<file path="src/rtl/max7219_pkg.sv">
// Shared MAX7219 register map, sequencer state type and command-list index layout.
package max7219_pkg;

    localparam logic [3:0] ADDR_NOOP       = 4'h0;
    localparam logic [3:0] ADDR_DIGIT0     = 4'h1;
    localparam logic [3:0] ADDR_DIGIT1     = 4'h2;
    localparam logic [3:0] ADDR_DIGIT2     = 4'h3;
    localparam logic [3:0] ADDR_DIGIT3     = 4'h4;
    localparam logic [3:0] ADDR_DIGIT4     = 4'h5;
    localparam logic [3:0] ADDR_DIGIT5     = 4'h6;
    localparam logic [3:0] ADDR_DIGIT6     = 4'h7;
    localparam logic [3:0] ADDR_DIGIT7     = 4'h8;
    localparam logic [3:0] ADDR_DECODE     = 4'h9;
    localparam logic [3:0] ADDR_INTENSITY  = 4'hA;
    localparam logic [3:0] ADDR_SCAN_LIMIT = 4'hB;
    localparam logic [3:0] ADDR_SHUTDOWN   = 4'hC;
    localparam logic [3:0] ADDR_TEST       = 4'hF;

    typedef enum logic [1:0] {
        ST_IDLE,
        ST_SEND,
        ST_WAIT_ACK,
        ST_WAIT_DONE
    } seq_state_t;

    // One flat list: 0..3 fixed setup, 4 intensity, 5.. digits. Each sequence is a start/end window.
    localparam logic [3:0] CMD_IDX_FIRST       = 4'd0;
    localparam logic [3:0] CMD_IDX_INTENSITY   = 4'd4;
    localparam logic [3:0] CMD_IDX_FIRST_DIGIT = 4'd5;

    function automatic logic [3:0] last_cmd_idx(input int unsigned num_digits);
        return 4'(4 + num_digits);
    endfunction

endpackage

</file>
<file path="src/rtl/max7219_cmd_rom.sv">
// Combinational command list: maps a command index plus snapshot data to a MAX7219 register write.
module max7219_cmd_rom #(
    parameter int unsigned NUM_DIGITS  = 8,
    parameter logic [7:0]  DECODE_MODE = 8'hFF
) (
    input  logic [3:0]  i_index,
    input  logic [31:0] i_digits,
    input  logic [7:0]  i_dp,
    input  logic [3:0]  i_intensity,
    output logic [3:0]  o_addr,
    output logic [7:0]  o_data
);
    import max7219_pkg::*;

    localparam logic [3:0] LAST_IDX   = last_cmd_idx(NUM_DIGITS);
    localparam logic [7:0] SCAN_LIMIT = 8'(NUM_DIGITS - 1);

    logic [2:0] digit_sel;

    always_comb begin
        digit_sel = 3'(i_index - CMD_IDX_FIRST_DIGIT);
        o_addr    = ADDR_NOOP;
        o_data    = '0;
        if (i_index >= CMD_IDX_FIRST_DIGIT && i_index <= LAST_IDX) begin
            o_addr = ADDR_DIGIT0 + 4'(digit_sel);
            o_data = {i_dp[digit_sel], 3'b000, i_digits[{digit_sel, 2'b00} +: 4]};
        end else begin
            case (i_index)
                4'd0: begin o_addr = ADDR_SHUTDOWN;   o_data = 8'h01;              end
                4'd1: begin o_addr = ADDR_TEST;       o_data = 8'h00;              end
                4'd2: begin o_addr = ADDR_SCAN_LIMIT; o_data = SCAN_LIMIT;         end
                4'd3: begin o_addr = ADDR_DECODE;     o_data = DECODE_MODE;        end
                4'd4: begin o_addr = ADDR_INTENSITY;  o_data = {4'h0, i_intensity}; end
                default: begin end
            endcase
        end
    end

endmodule

</file>
<file path="src/rtl/max7219_sequencer.sv">
// MAX7219 command sequencer: power-up init, digit refresh and intensity updates
// issued one register write at a time through a strobe/busy SPI writer handshake.
module max7219_sequencer #(
    parameter int unsigned NUM_DIGITS  = 8,
    parameter logic [7:0]  DECODE_MODE = 8'hFF
) (
    input  logic        i_clk,
    input  logic        i_reset,
    input  logic        i_refresh_stb,
    input  logic [31:0] i_digits,
    input  logic [7:0]  i_dp,
    input  logic [3:0]  i_intensity,
    output logic        o_stb,
    input  logic        i_busy,
    output logic [3:0]  o_addr,
    output logic [7:0]  o_data,
    output logic        o_init_done,
    output logic        o_busy
);
    import max7219_pkg::*;

    localparam logic [3:0] LAST_IDX = last_cmd_idx(NUM_DIGITS);

    seq_state_t  state;
    logic [3:0]  cmd_idx;
    logic [3:0]  end_idx;
    logic        init_pending;
    logic        refresh_pending;
    logic [3:0]  last_intensity;
    logic [31:0] snap_digits;
    logic [7:0]  snap_dp;
    logic [3:0]  snap_intensity;
    logic [3:0]  rom_addr;
    logic [7:0]  rom_data;
    logic        intensity_change;
    logic        digits_request;

    assign intensity_change = (i_intensity != last_intensity);
    assign digits_request   = refresh_pending | i_refresh_stb;

    max7219_cmd_rom #(
        .NUM_DIGITS  (NUM_DIGITS),
        .DECODE_MODE (DECODE_MODE)
    ) u_cmd_rom (
        .i_index     (cmd_idx),
        .i_digits    (snap_digits),
        .i_dp        (snap_dp),
        .i_intensity (snap_intensity),
        .o_addr      (rom_addr),
        .o_data      (rom_data)
    );

    always_ff @(posedge i_clk or posedge i_reset) begin
        if (i_reset) begin
            state           <= ST_IDLE;
            cmd_idx         <= '0;
            end_idx         <= '0;
            init_pending    <= 1'b1;
            refresh_pending <= 1'b0;
            last_intensity  <= '0;
            snap_digits     <= '0;
            snap_dp         <= '0;
            snap_intensity  <= '0;
            o_stb           <= 1'b0;
            o_addr          <= '0;
            o_data          <= '0;
            o_init_done     <= 1'b0;
            o_busy          <= 1'b1;
        end else begin
            o_stb <= 1'b0;
            // Strobes that cannot start a sequence right now collapse into one pending refresh.
            if (i_refresh_stb && (state != ST_IDLE || init_pending))
                refresh_pending <= 1'b1;

            case (state)
                ST_IDLE: begin
                    if (init_pending) begin
                        init_pending   <= 1'b0;
                        cmd_idx        <= CMD_IDX_FIRST;
                        end_idx        <= LAST_IDX;
                        snap_digits    <= i_digits;
                        snap_dp        <= i_dp;
                        snap_intensity <= i_intensity;
                        o_busy         <= 1'b1;
                        state          <= ST_SEND;
                    end else if (intensity_change || digits_request) begin
                        cmd_idx        <= intensity_change ? CMD_IDX_INTENSITY : CMD_IDX_FIRST_DIGIT;
                        end_idx        <= digits_request ? LAST_IDX : CMD_IDX_INTENSITY;
                        snap_digits    <= i_digits;
                        snap_dp        <= i_dp;
                        snap_intensity <= i_intensity;
                        if (digits_request)
                            refresh_pending <= 1'b0;
                        o_busy         <= 1'b1;
                        state          <= ST_SEND;
                    end else begin
                        o_busy <= 1'b0;
                    end
                end

                ST_SEND: begin
                    if (!i_busy) begin
                        o_stb  <= 1'b1;
                        o_addr <= rom_addr;
                        o_data <= rom_data;
                        if (cmd_idx == CMD_IDX_INTENSITY)
                            last_intensity <= snap_intensity;
                        state  <= ST_WAIT_ACK;
                    end
                end

                ST_WAIT_ACK: begin
                    if (i_busy)
                        state <= ST_WAIT_DONE;
                end

                ST_WAIT_DONE: begin
                    if (!i_busy) begin
                        if (cmd_idx >= end_idx) begin
                            o_init_done <= 1'b1;
                            o_busy      <= digits_request | intensity_change;
                            state       <= ST_IDLE;
                        end else begin
                            cmd_idx <= cmd_idx + 4'd1;
                            state   <= ST_SEND;
                        end
                    end
                end

                default: state <= ST_IDLE;
            endcase
        end
    end

endmodule
</file>
<file path="config.mk">
export PLATFORM = sky130hd
export DESIGN_NAME = max7219_sequencer
export DESIGN_NICKNAME = d
export VERILOG_FILES = /design/src/rtl/max7219_pkg.sv /design/src/rtl/max7219_cmd_rom.sv /design/src/rtl/max7219_sequencer.sv
export SDC_FILE = /design/constraint.sdc
export NUM_CORES = 1
export LEC_CHECK = 0
export ABC_CLOCK_PERIOD_IN_PS = 3700
export CAP_MARGIN = 20
export CORE_ASPECT_RATIO = 1.2
export CORE_MARGIN = 4
export CORE_UTILIZATION = 54
export CTS_CLUSTER_DIAMETER = 60
export DETAILED_ROUTE_END_ITERATION = 10
export GPL_ROUTABILITY_DRIVEN = 0
export GPL_TIMING_DRIVEN = 0
export PLACE_DENSITY = 0.81
export SETUP_SLACK_MARGIN = 0.05
export SLEW_MARGIN = 40
export SYNTH_ARGS = -nofsm -noshare
export SYNTH_HDL_FRONTEND = slang
export SYNTH_HIERARCHICAL = 1
export SYNTH_SLANG_ARGS = --single-unit
</file>
<file path="constraint.sdc">
create_clock -name i_clk -period 3.7 [get_ports i_clk]
set_clock_uncertainty 0.15 [all_clocks]
set_input_delay 0.555 -clock i_clk [delete_from_list [all_inputs] [get_ports i_clk]]
set_output_delay 0.555 -clock i_clk [all_outputs]
set_load 0.02 [all_outputs]
</file>
Word level (Yosys, flattened, before mapping)
Index checks and enable logic that the tools add are counted.
- add/sub/neg operators: 3
- magnitude comparators: 4
- equal/unequal tests: 14
- shift-type cells: 1
- multiplexer cells: 40
- bitwise operators: 3
- reduce and logical (&&, ||, !) cells: 16
- operator list (kind ; number):
    $mux 32 ; 2
    $mux 4 ; 10
    $pmux 8 s4 ; 1
    $shiftx 32x6->4 ; 1
    $mux 8 ; 3
    $pmux 4 s5 ; 1
    $mux 1 ; 14
    $mux 2 ; 5
    $ne 2x2->1 const B ; 5
    $reduce_and 3->1 ; 3
    $eq 4x2->1 const B ; 2
    $pmux 2 s4 ; 1
    $pmux 4 s2 ; 1
    $reduce_and 4->1 ; 2
    $reduce_bool 2->1 ; 3
    $add 1x3->4 const A ; 1
    $add 4x1->4 const B ; 1
    $eq 2x2->1 const B ; 2
    $eq 4x1->1 const B ; 1
    $eq 4x3->1 const B ; 1
    $ge 4x3->1 const B ; 1
    $ge 4x4->1 ; 1
    $le 4x4->1 const B ; 1
    $logic_not 4->1 ; 1
    other kinds (13) ; 17
- register bits: 75
- input port bits: 48
- output and inout bits: 15
- logic and storage cells: 95

Depth between registers and ports, before layout
Gate-level depths: netlist of run 1.
- word-level depth: 8
- mapped depth: 9
- gate-level depth less buffers: 7

Modules after synthesis
Netlist of run 1, hierarchy kept.
- modules (own cells, without submodules) (module ; instances ; cells an instance ; area an instance (sq um) ; sequential area each (sq um)):
    max7219_sequencer ; 1 ; 212 ; 3261.9 ; 1829.3
    max7219_cmd_rom ; 1 ; 69 ; 610.6 ; 0.0

Least setup slack after synthesis of run 1
Ideal clock, no wire load.
- path type: register to register
- start: reg cmd_idx[0]
- end: reg o_data[1]
- library setup time: 0.125 ns
- arrival: 2.705 ns
- data required time: 3.425 ns
- path slack: 0.721 ns
- cell stages (with the launch flop): 10
- path buffers: 2
- period minus slack after synthesis: 2.979 ns
- cell sequence: dfrtp_1 clkbuf_1 inv_1 ha_1 xnor2_1 buf_4 mux4_2 mux2i_1 o22ai_1 mux2_2
- word-level cells in the longest chain between the ends: 3
- elaborated cells on any way between the ends: 11
- classes of those cells: add/sub (1); order compare (2); eq/ne (3); shift (1); mux (2); reduce/logical (2)
- ends and longest elaborated chain (element ; RTL line ; source):
    start, declared ; max7219_sequencer.sv:25 ; logic [3:0] cmd_idx;
    start signal, assigned ; max7219_sequencer.sv:87 ; cmd_idx <= intensity_change ? CMD_IDX_INTENSITY : CMD_IDX_FIRST_DIGIT;
    start signal, assigned ; max7219_sequencer.sv:124 ; cmd_idx <= cmd_idx + 4'd1;
    $sub 3x3->3, or another cell as far along ; max7219_cmd_rom.sv:21 ; digit_sel = 3'(i_index - CMD_IDX_FIRST_DIGIT);
    $shiftx 32x6->4, or another cell as far along ; max7219_cmd_rom.sv:26 ; o_data = {i_dp[digit_sel], 3'b000, i_digits[{digit_sel, 2'b00} +: 4]};
    $mux 8 * ; max7219_cmd_rom.sv:24 ; if (i_index >= CMD_IDX_FIRST_DIGIT && i_index <= LAST_IDX) begin
    net rom_data[1] ; max7219_sequencer.sv:34 ; logic [7:0] rom_data;
    end signal, assigned ; max7219_sequencer.sv:105 ; o_data <= rom_data;
    end, declared ; max7219_sequencer.sv:16 ; output logic [7:0] o_data,
The timed path passes the listed nets; every way through them passes the cells marked *.
A chain may end at the register's enable or synchronous reset.

Worst setup path after layout of run 1
- start: reg cmd_idx[0]
- end: reg o_data[3]
The elaborated chain is that of the path after synthesis.

==> flow_summary.yaml, run 1 <==
outcome:
  status: "completed"
drt:
  first_pass_iters: 4
  drt-total-wl_mm: 7.720
  drt-wirelength-per-cell_microns: 17.31
  drc_errors: 0
  vias: 2497
  dr.first_iter.drc_count: 106
  ant_nets: 0
  routed_via_density: 5.599
clock_tree:
  clkSinkCount: 73
  cts_made_buffers: 9
  cts_root_buf: "clkbuf_8"
  h-tree-depth: 3
  path_clk_slew_ns: 0.07
  post_cts_buffers: 0
  insertion_delay_ns: 0.35
  cts_tree: "done"
  clock_path_buffers: 2
critical_path:
  crit_path_end_kind: "flop"
  crit_fanout: 10
  crit_type: "reg -> reg"
  path_delay_family: "multiplexers"
  cp_slowest_cell: "mux4_2"
  crit_path_max_incr_delay_ns: 0.52
  cp-start-kind: "flop"
  critical_path.startpoint: "cmd_idx[0]"
  path_cells: "clkbuf_2, inv_1, ha_1, xnor2_1, buf_4, mux4_2, mux2i_1, o22ai_1, mux2_2"
  crit_required_ns: 3.79
  reg2reg_from: "cmd_idx[0]"
  worstPathArrival_ns: 3.38
  critPathBufInv: 3
min_path:
  holdCritPathClass: "reg -> reg"
  min_from: "o_init_done"
power:
  power_leakage_uw: 0.002144
  power.internal_uw: 2722
  power_frac_comb: 0.522
  swShare: 0.3458
  p_clk_frac: 0.141
  peakVddDrop_uv: 525.2
  power_frac_seq: 0.337
  power_uw: 4162
  p_sw_uw: 1439
  power-per-cell-area_mw_per_mm2: 864.6
grt:
  grt_overflow: 0
  grt_pass1_wl_mm: 12.77
  antenna_found_initial: 0
  grt_pass1_vias: 2636
  grt_use_total: 0.1940
  grt_max_degree: 60
sta:
  fin_crit_ns: 3.285
  tns_ns: 0
  slew_headroom: 0.6041
  worst_pin_slew_ns: 0.5939
  setup_violations: 0
  slew_viol_final: 0
  period_share: 0.8880
  hold_viol_final: 0
  fmax_mhz: 304.4
  rsz0062_at_grt: "false"
run:
  maxCapViolCount: 0
cells_and_area:
  final_cell_mix: "dfrtp_1 (71), clkdlybuf4s50_1 (62), mux2_4 (39)"
  final_nets: 417
  drive_gt1_frac: 0.2702
  final_common_cell: "dfrtp_1"
  diodes: 0
  area_growth_pct: 24.30
  fin_cells: 446
  num-fill-cells: 483
synth:
  synth_nets: 343
  synthArstFlopShare: 1.000
  yosysWarnings: 6
  synth_cells: 281
  ys_types: 48
  synth_area_per_cell_sq_um: 13.78
  synth_seq_cells: 73
  synth-edff-count: 0
  syn_area_sq_mm: 0.003872
  synth_ff_type: "dfrtp_1"
  ys_seq_area_frac: 0.4724
floorplan:
  io-pin-count: 63
  initial_core_util: 0.5616
  dieArea_sq_mm: 0.008596
  die_x_microns: 85.31
  die_height_microns: 100.8
  core_sq_mm: 0.006895
  rows: 33
placement:
  dp_hpwl_mm: 5.810
  place_inst: 431
  io_buffers: 62
-- what timing repair did --
item / CTS / global route
hold buffers: 0 / 0
hold endpoints to repair: 0 / 0
setup endpoints to repair: 0 / 5
resized for setup: 0 / 2
-- layer usage --
layer | GRT usage | vias to the layer above | wire length, microns | share of wire
met2 | 0.3367 | 74 | 4033 | 0.52
li1 | - | 1161 | - | -
met3 | 0.05151 | 18 | 450 | 0.058
met5 | 0 | - | 0 | 0
met1 | 0.2238 | 1244 | 3055 | 0.40
met4 | 0.08770 | 0 | 181 | 0.023
-- cell type report --
cell class,instances,area [sq um],area share
Tap cell,87,108.9,0.02261
Sequential cell,73,1829,0.3800
Clock inverter,3,42.54,0.008838
Clock buffer,12,135.1,0.02807
Timing Repair Buffer,63,648.1,0.1347
Multi-Input combinational cell,180,1859,0.3863
Buffer,14,132.6,0.02755
Inverter,14,57.56,0.01196
-- kinds of logic after synthesis --
group,count (synthesis),share of synthesized area
compound gates,43,0.07399
xor+xnor,6,0.01357
fa+ha+maj,14,0.04523
buf+inv,28,0.04749
flops,73,0.4724
mux,76,0.2863
simple gates,41,0.06107
-- power groups by stage --
stage / clock (uW) / sequential, uW / combinational (uW)
3_5_place_dp: 0 / 1420 / 2180
2_1_floorplan: 0 / 1390 / 1670
4_1_cts: 603 / 1400 / 2190
3_3_place_gp: 0 / 1390 / 2120
5_1_grt: 633 / 1440 / 2350
6_report: 587 / 1400 / 2170
-- sequential cells by signal (all words and copies together), names as in the netlist --
signal           cells
snap_dp              8
state                2
o_data               8
snap_intensity       4
snap_digits         32
o_stb                1
o_init_done          1
end_idx              2
last_intensity       4
o_busy               1
init_pending         1
cmd_idx              4
refresh_pending      1
o_addr               4
-- synth_stat cells, drive strengths merged, types with 3 or more instances --
library cell  number  share of area
dfrtp             71           0.46
mux4              10          0.058
clkbuf             4         0.0039
o21ai              8          0.010
nand2b             6         0.0097
a31oi              6         0.0097
xor2               4         0.0090
mux2              61           0.22
ha                14          0.045
mux2i              5          0.013
inv               14          0.014
a21oi              6         0.0078
nor3               3         0.0052
nand2             11          0.016
nor2              12          0.012
o22ai              6         0.0097
buf               10          0.030
-- path summary, 6_finish.rpt --
| check | end | slack [ns] | depth (start not counted) |
|---|---|---|---|
| min in group asynchronous | snap_intensity[1] | 0.35 | 2 |
| worst min register to register | o_init_done | 0.32 | 1 |
| worst min-delay path | o_init_done | 0.32 | 1 |
| max in group asynchronous | snap_digits[29] | 2.53 | 3 |
| worst max-delay path | o_data[3] | 0.41 | 9 |
| worst max register to register | o_data[3] | 0.41 | 9 |
-- stage by stage --
step           hold slack, ns  setup slack [ns]  instance area (sq um)  utilization
2_1_floorplan          0.2888            0.7206                   3872            -
3_3_place_gp           0.3076           0.01854                   4602       0.6674
3_5_place_dp           0.3114            0.1186                   4634       0.6721
4_1_cts                0.3309            0.1219                   4812       0.6979
5_1_grt                0.3576            0.1948                   4813       0.6981
6_report               0.3248            0.4145                   4813       0.6981
Note: power is estimated with default switching activity, not from simulation.
==> run 2: changes to the inputs <==
ABC_CLOCK_PERIOD_IN_PS = 3300   (was 3700)
CAP_MARGIN = unset   (was 20)
clock period = 3.3 ns   (was 3.7 ns; I/O delays follow)
==> flow_summary.yaml, run 2 (synthesis gave the netlist of run 1 again) <==
cells_and_area:
  finalCoreUtilization: 0.7001
  fin_cells: 446
  final_nets: 417
  final_cell_mix: "dfrtp_1 (71), clkdlybuf4s50_1 (62), mux2_4 (39)"
  area_growth_pct: 24.65
  drive_gt1_frac: 0.2730
  diodes: 0
  reg_top3: "snap_digits x32, o_data x8, snap_dp x8"
  largest_reg_flops: 32
  final_common_cell: "dfrtp_1"
  regMostFlops: "snap_digits"
floorplan:
  rows: 33
  die_height_microns: 100.8
  dieArea_sq_mm: 0.008596
  io-pin-count: 63
  core_sq_mm: 0.006895
  initial_core_util: 0.5616
  die_x_microns: 85.31
power:
  power_leakage_uw: 0.002152
  power-per-cell-area_mw_per_mm2: 977.5
  peakVddDrop_uv: 591.8
  power_uw: 4718
drt:
  dr.first_iter.drc_count: 132
  drc_errors: 0
  vias: 2479
  drt-total-wl_mm: 7.926
  routed_via_density: 5.558
  first_pass_iters: 4
  drt-wirelength-per-cell_microns: 17.77
  ant_nets: 0
sta:
  rsz0062_at_grt: "false"
  hold_viol_final: 0
  fmax_mhz: 322.4
  whs_ns: 0.2946
  fin_crit_ns: 3.102
  slew_viol_final: 0
  slew_headroom: 0.5779
  setup_ws_ns: 0.1983
  period_share: 0.9399
  worst_pin_slew_ns: 0.6331
  setup_violations: 0
clock_tree:
  h-tree-depth: 3
  clock_path_buffers: 2
  cts_made_buffers: 9
  cts_root_buf: "clkbuf_8"
  clkSinkCount: 73
  path_clk_slew_ns: 0.08
  cts_tree: "done"
  post_cts_buffers: 0
  insertion_delay_ns: 0.35
  ctsHoldBuffers: 0
outcome:
  status: "completed"
placement:
  dp_hpwl_mm: 5.810
  dpl_worst_slack_ns: -0.2814
  io_buffers: 62
  place_inst: 431
grt:
  grt_overflow: 0
  grt_max_degree: 60
  grt_pass1_vias: 2636
  grt_use_total: 0.1940
  grt_pass1_wl_mm: 12.77
  antenna_found_initial: 0
min_path:
  holdCritPathClass: "in -> async"
critical_path:
  crit_required_ns: 3.38
  worstPathArrival_ns: 3.18
  cp-start-kind: "flop"
  crit_type: "reg -> reg"
  crit_path_end_kind: "flop"
  crit_fanout: 10
run:
  maxCapViolCount: 0
==> run 2: cell counts in the layout (fill, tap and decap cells not counted) <==
Identical to the previous run, type by type.
==> run 2: critical path, cell delays in order, from the launching register on <==
cell and delay, ns:
dfrtp_1 0.46, clkbuf_4 0.30, inv_1 0.13, ha_1 0.37
buf_1 0.51, mux4_2 0.40, mux2i_1 0.31, o21bai_1 0.09
mux2_2 0.26
==> run 2: final timing paths <==
kind	from	end	slack, ns	cells after the start
worst min register to register	o_init_done	o_init_done	0.32	1
worst max-delay path	cmd_idx[0]	o_data[7]	0.20	8
worst min-delay path	i_reset	snap_intensity[1]	0.29	2
max in group asynchronous	i_reset	snap_digits[29]	2.20	3
worst max register to register	cmd_idx[0]	o_data[7]	0.20	8
min in group i_clk	o_init_done	o_init_done	0.32	1
==> run 2: area by class of cell <==
type                    count  area [sq um]
plain buffers              14         138.9
clock buffers              12         135.1
clock inverters             3         42.54
fillers                   478          2068
inverters                  14         57.56
multi-input cells         180          1867
flip-flops and latches     73          1829
well taps                  87         108.9
repair buffers             63         648.1
==> run 2: through the flow <==
step / cell area [sq um] / TNS, ns
2_1_floorplan: 3872 / 0
3_3_place_gp: 4602 / -23.57
3_5_place_dp: 4634 / -1.191
4_1_cts: 4816 / 0
5_1_grt: 4827 / 0
6_report: 4827 / 0
==> run 2: timing repair <==
action / 4_1_cts / 5_1_grt
resized for setup: 2 / 2
pin swaps: 0 / 0
setup endpoints to repair: 5 / 4
gates cloned: 0 / 0
==> run 2: power breakdown <==
group / switching (uW) / total, uW / internal (uW)
registers: 276 / 1580 / 1300
clock network: 316 / 661 / 345
logic: 1060 / 2480 / 1420
==> run 2: routing by layer <==
| metal | track usage | up-vias | routed length [microns] |
|---|---|---|---|
| met5 | 0 | - | 0 |
| met4 | 0.08770 | 0 | 180 |
| met3 | 0.05151 | 16 | 383 |
| met2 | 0.3367 | 69 | 4157 |
| met1 | 0.2238 | 1231 | 3205 |
| li1 | - | 1163 | - |
